===== src/rtl/vector_serializer_if.sv =====
`timescale 1ns/1ps
`default_nettype none
// ============================================================================
// vector_serializer_if : vector load channel plus element stream channel
// Revision: 1.0
// ============================================================================
interface vector_serializer_if #(
  parameter int WIDTH = 16,
  parameter int N     = 4
);
  localparam int IDX_W = (N > 1) ? $clog2(N) : 1;

  logic                 in_valid;
  logic                 in_ready;
  logic [N*WIDTH-1:0]   in_data;
  logic                 out_valid;
  logic                 out_ready;
  logic [WIDTH-1:0]     out_data;
  logic [IDX_W-1:0]     out_index;
  logic                 out_last;

  // master: the surrounding logic that supplies vectors and consumes elements
  modport master (
    output in_valid, in_data, out_ready,
    input  in_ready, out_valid, out_data, out_index, out_last
  );

  // slave: the serializer itself
  modport slave (
    input  in_valid, in_data, out_ready,
    output in_ready, out_valid, out_data, out_index, out_last
  );
endinterface

`default_nettype wire


===== src/rtl/vector_serializer.sv =====
`timescale 1ns/1ps
`default_nettype none
// ============================================================================
// vector_serializer : captures an N-element vector in one handshake and
//                     streams it out one element per cycle, no inter-vector bubble
// Revision: 1.0
// ============================================================================
module vector_serializer #(
  parameter int WIDTH = 16,
  parameter int N     = 4
) (
  input  wire logic          clk,
  input  wire logic          rst,
  vector_serializer_if.slave bus
);
  localparam int IDX_W = (N > 1) ? $clog2(N) : 1;

  localparam logic [0:0]       c_IDLE     = 1'b0;
  localparam logic [0:0]       c_SEND     = 1'b1;
  localparam logic [IDX_W-1:0] c_LAST_IDX = IDX_W'(N - 1);

  logic [0:0]         r_state;
  logic [IDX_W-1:0]   r_idx;
  logic [N*WIDTH-1:0] r_buf;

  logic w_at_last;
  logic w_out_fire;
  logic w_load;

  assign w_at_last  = (r_idx == c_LAST_IDX);
  assign w_out_fire = bus.out_valid & bus.out_ready;

  assign bus.out_valid = (r_state == c_SEND);
  assign bus.out_last  = bus.out_valid & w_at_last;
  assign bus.out_index = r_idx;
  assign bus.out_data  = r_buf[int'(r_idx) * WIDTH +: WIDTH];

  // Accepting while the last element leaves is what removes the bubble between vectors
  assign bus.in_ready = (r_state == c_IDLE) | (w_out_fire & w_at_last);
  assign w_load       = bus.in_valid & bus.in_ready;

  // rst is active-low and asynchronous
  always_ff @(posedge clk or negedge rst) begin
    if (!rst) begin
      r_state <= c_IDLE;
      r_idx   <= '0;
      r_buf   <= '0;
    end else if (w_load) begin
      r_buf   <= bus.in_data;
      r_idx   <= '0;
      r_state <= c_SEND;
    end else if (w_out_fire) begin
      if (w_at_last) begin
        r_idx   <= '0;
        r_state <= c_IDLE;
      end else begin
        r_idx   <= r_idx + IDX_W'(1);
      end
    end
  end
endmodule

`default_nettype wire


===== src/flat_wrapper.sv =====
// flat-port wrapper written by rule: the top's interface ports become plain ports
module vector_serializer_flat 
#(
  parameter int WIDTH = 16,
  parameter int N     = 4
)
  (clk, rst, bus_in_valid, bus_in_data, bus_out_ready, bus_in_ready, bus_out_valid, bus_out_data, bus_out_index, bus_out_last);
  vector_serializer_if #(.WIDTH(WIDTH), .N(N)) bus_i ();
  input  wire logic clk;
  input  wire logic rst;
  input wire logic [$bits(bus_i.in_valid)-1:0] bus_in_valid;
  input wire logic [$bits(bus_i.in_data)-1:0] bus_in_data;
  input wire logic [$bits(bus_i.out_ready)-1:0] bus_out_ready;
  output wire logic [$bits(bus_i.in_ready)-1:0] bus_in_ready;
  output wire logic [$bits(bus_i.out_valid)-1:0] bus_out_valid;
  output wire logic [$bits(bus_i.out_data)-1:0] bus_out_data;
  output wire logic [$bits(bus_i.out_index)-1:0] bus_out_index;
  output wire logic [$bits(bus_i.out_last)-1:0] bus_out_last;
  assign bus_i.in_valid = bus_in_valid;
  assign bus_i.in_data = bus_in_data;
  assign bus_i.out_ready = bus_out_ready;
  assign bus_in_ready = bus_i.in_ready;
  assign bus_out_valid = bus_i.out_valid;
  assign bus_out_data = bus_i.out_data;
  assign bus_out_index = bus_i.out_index;
  assign bus_out_last = bus_i.out_last;
  vector_serializer #(.WIDTH(WIDTH), .N(N)) u_core (.clk(clk), .rst(rst), .bus(bus_i));
endmodule

===== config.mk =====
export PLATFORM = sky130hd
export DESIGN_NAME = vector_serializer_flat
export DESIGN_NICKNAME = d
export VERILOG_FILES = /design/src/rtl/vector_serializer_if.sv /design/src/rtl/vector_serializer.sv /design/src/flat_wrapper.sv
export SDC_FILE = /design/constraint.sdc
export NUM_CORES = 1
export LEC_CHECK = 0
export CAP_MARGIN = 20
export CORE_MARGIN = 2
export CORE_UTILIZATION = 43
export CTS_BUF_LIST = sky130_fd_sc_hd__clkbuf_4 sky130_fd_sc_hd__clkbuf_8
export CTS_CLUSTER_SIZE = 16
export DETAILED_ROUTE_END_ITERATION = 6
export MAX_ROUTING_LAYER = met4
export PLACE_DENSITY = 0.77
export SYNTH_ARGS = -nofsm -noshare
export SYNTH_HDL_FRONTEND = slang
export SYNTH_SLANG_ARGS = --single-unit

===== constraint.sdc =====
create_clock -name clk -period 3.3 [get_ports clk]
set_input_delay 0.495 -clock clk [delete_from_list [all_inputs] [get_ports clk]]
set_output_delay 0.495 -clock clk [all_outputs]
set_load 0.1 [all_outputs]

# Word-level counts from Yosys, hierarchy flattened
# Cells that the tools add are included.
[classes]
add_sub_neg = 1
eq_ne = 1
shift = 1
n_mux = 6
n_bitwise = 6
reduce_logical = 3
[op_table]
columns = ["cell", "count"]
rows = [
  ["indexed part select 64 x 7 -> 16 bit", 1],
  ["two-way mux 2 bit", 3],
  ["bitwise AND 1 bit", 4],
  ["nonzero test 2 bit", 2],
  ["two-way mux 1 bit", 3],
  ["adder 2 x 1 -> 2 bit (second input constant)", 1],
  ["equality test 2 bit (second input constant)", 1],
  ["AND reduction 2 bit", 1],
  ["inverter 1 bit", 1],
  ["bitwise OR 1 bit", 1],
]
[totals]
reg_bits = 67
inputBits = 68
elab_cells = 21

# Depth between registers and ports, before layout
[depth]
depth_word = 6
mapped_depth = 5
ltp_nobuf = 3

# Worst setup path after synthesis
# Ideal clock, no wire load.
[synth_path]
path_kind = "register to output"
from = "register u_core.r_idx[0], in the netlist u_core.bus.out_index[0]"
to = "output port bus_out_data[10]"
arrival_ps = 2145
required_time_ps = 2805
slack_ps = 660
path_stages_with_launch = 4
cell_sequence = "dfrtp_1 > buf_6 > buf_6 > mux4_2"
[synth_via]
elab_chain_len = 1
[synth_rtl]
columns = ["element", "line", "text"]
rows = [
  ["start, declared", "vector_serializer.sv:23", "logic [IDX_W-1:0] r_idx;"],
  ["start signal, assigned", "vector_serializer.sv:57", "r_idx <= r_idx + IDX_W'(1);"],
  ["indexed part select 64 x 7 -> 16 bit", "vector_serializer.sv:36", "assign bus.out_data = r_buf[int'(r_idx) * WIDTH +: WIDTH];"],
  ["end, declared", "flat_wrapper.sv:16", "output wire logic [$bits(bus_i.out_data)-1:0] bus_out_data;"],
]
# No other way between the ends.

# Final worst setup path
[layout_path]
from = "register u_core.r_idx[0], in the netlist u_core.bus.out_index[0]"
to = "output port bus_out_data[9]"
# Same word-level chain as after synthesis.

==> impl_metrics.json <==
{
  "drcViolationCount": 0,
  "dp.cells": 493,
  "crit_cells": 3,
  "final_cells": 510,
  "grt_usage": 0.200,
  "grt_max_degree": 68,
  "cts_tree": "yes",
  "use_met1": 0.279,
  "ctsHtreeMaxLevel": 3,
  "clkTransAtPathRegs_ps": 70,
  "drive_gt1_frac": 0.318,
  "cp_cell_sequence": "buf_4, mux4_2, buf_4",
  "period_needed_ps": 2610,
  "die_y_um": 98.8,
  "power.total_uw": 5840,
  "final_util": 0.567,
  "fmax_mhz": 383,
  "viasPerCell": 5.37,
  "worstSetupPathType": "reg -> out",
  "dr.pass1.iters": 4,
  "cp_max_fo": 11,
  "cts_sinks": 67,
  "arrival_ps": 2120,
  "r2r-end": "u_core.r_buf[12]$_DFFE_PN0P_",
  "worst-path-buf-inv": 2,
  "powerDensity_mw_per_mm2": 1180,
  "yosysSeqAreaShare": 0.434,
  "fin_ws_ps": 686,
  "top_usage_layer": "met2",
  "reg2reg_depth": 4,
  "post-route-period-util": 0.792,
  "synth_fp_nets": 390,
  "reg2reg_slack_ps": 1160,
  "fin_nets": 466,
  "route.antenna.remaining_nets": 0,
  "drv_slew": 0,
  "tightestPinTransition_ps": 663,
  "dpl.hpwl_mm": 6.07,
  "vias": 2739,
  "avgSynthCellArea_um2": 12.0,
  "use_met2": 0.304,
  "drtIter0Drc": 110,
  "leakage_uw": 0.00218,
  "ys_ff_latch": 67,
  "maxSlewHeadroom": 0.558,
  "synth.cell_area_mm2": 0.00387,
  "cap_violations": 0,
  "std_cell_rows": 34,
  "core_area_mm2": 0.00872,
  "hold_viol": 0,
  "n_fill_cell": 719,
  "use_met3": 0.0397,
  "fin_skew_ps": 8.53,
  "status": "finished clean",
  "r2r-start": "u_core.bus.out_index[0]$_DFFE_PN0P_",
  "worstSkewPairLatency_ps": 330,
  "pin_count": 89,
  "yosysUniqueCellTypes": 21,
  "die_w_um": 98.8,
  "cts_setup_buffers": 0,
  "grt_pass1_vias": 2901,
  "synthCells": 321,
  "slowest_delay_ps": 650,
  "start_util": 0.443,
  "cts_inserted_buffers": 9,
  "pre_cts_ws_ps": 1010,
  "cts-root-buf": "clkbuf_8",
  "cpMostUsedCell": "buf_4",
  "antenna_cells": 0,
  "area_delta_synth_final_pct": 27.9,
  "startpoint_type": "flip-flop",
  "antenna_found_initial": 0,
  "cp_data_required_time_ps": 2800,
  "worst_setup_path_end_kind": "output port",
  "clk_path_buf_depth": 2,
  "ys.warnings.count": 0,
  "layout_commonest_cell": "dfrtp_1",
  "critPathTopFamily": "flip-flops",
  "cts.hold.buffers_added": 0,
  "wl_per_cell_um": 17.9,
  "grt_overflow": 0,
  "rsz0062_at_grt": "no",
  "layout_common_cells": "dfrtp_1, nand2_1, clkdlybuf4s50_1",
  "ir_drop_mv": 1.18,
  "wl_mm": 9.12,
  "die-area_mm2": 0.00977,
  "io_buffers": 88,
  "ctsResizeCount": 0,
  "cp_slowest_cell": "dfrtp_1",
  "tns_ps": 0,
  "grt_pass1_wl_mm": 15.1,
  "hold_path.class": "in -> async",
  "setup_violations": 0,
  "place.gp.congestion": 0.785
}
-- logic make-up (layout without fill, tap and decap cells) --
group | after synthesis | count (layout) | synth area share
AO/OA/AOI/OAI | 67 | 67 | 0.269
buffers and inverters | 97 | 178 | 0.124
adder cells (fa/ha/maj) | 1 | 1 | 0.00324
flip-flops | 67 | 67 | 0.434
multiplexers | 16 | 16 | 0.0932
AND/OR/NAND/NOR | 73 | 73 | 0.0764
-- stage by stage --
step / instance area [um2] / hold WS, ps
floorplan: 3870 / 199
global placement: 4730 / 527
detailed placement: 4730 / 544
CTS: 4920 / 367
global route: 4940 / 111
finish: 4940 / 105
-- cell type report --
cell class / count / area, um2 / area share
clock buffers: 11 / 145 / 0.0294
well taps: 108 / 135 / 0.0273
clock inverters: 5 / 52.6 / 0.0106
multi-input cells: 157 / 1730 / 0.350
inverters: 65 / 244 / 0.0494
repair buffers: 97 / 961 / 0.194
flip-flops and latches: 67 / 1680 / 0.339
-- state kept, by name, summed over array words and instances, names as in the netlist --
| name | cells |
|---|---|
| u_core.bus.out_valid | 1 |
| u_core.bus.out_index | 2 |
| u_core.r_buf | 64 |
-- report_power, final --
| group | internal [uW] | switching (uW) | total, uW |
|---|---|---|---|
| logic | 1330 | 2320 | 3650 |
| clock network | 374 | 308 | 682 |
| registers | 1230 | 283 | 1510 |
-- cell usage after synthesis --
cell | instances | area share
mux4_2 | 16 | 0.093
clkbuf_1 | 2 | 0.0019
or2_1 | 1 | 0.0016
o32ai_2 | 60 | 0.25
buf_6 | 9 | 0.026
and2_1 | 1 | 0.0016
nor4bb_1 | 1 | 0.0026
nand2_1 | 66 | 0.064
inv_1 | 64 | 0.062
dfrtp_1 | 67 | 0.43
a21boi_2 | 1 | 0.0029
buf_4 | 9 | 0.017
nand2b_1 | 1 | 0.0016
nor2b_1 | 1 | 0.0016
inv_2 | 1 | 0.00097
o32ai_1 | 4 | 0.0091
buf_2 | 12 | 0.016
a32o_1 | 1 | 0.0026
ha_1 | 1 | 0.0032
a31o_1 | 1 | 0.0023
and3_1 | 2 | 0.0032
-- how the worst max path moves through the flow --
stage                                                    from                to  slack [ps]
after global routing      u_core.bus.out_index[0]$_DFFE_PN0P_  bus_out_data[11]         550
after floorplan           u_core.bus.out_index[0]$_DFFE_PN0P_  bus_out_data[10]         660
after CTS                 u_core.bus.out_index[0]$_DFFE_PN0P_  bus_out_data[11]         650
final                     u_core.bus.out_index[0]$_DFFE_PN0P_   bus_out_data[9]         690
after global placement    u_core.bus.out_index[0]$_DFFE_PN0P_  bus_out_data[13]        1050
after detailed placement  u_core.bus.out_index[0]$_DFFE_PN0P_  bus_out_data[11]        1010
-- routing by layer --
layer,vias up,part of all wire
met1,1375,0.46
met3,8,0.049
met4,0,0.0087
met2,75,0.48
met5,-,0
li1,1281,-
(Power assumes the default switching activity.)
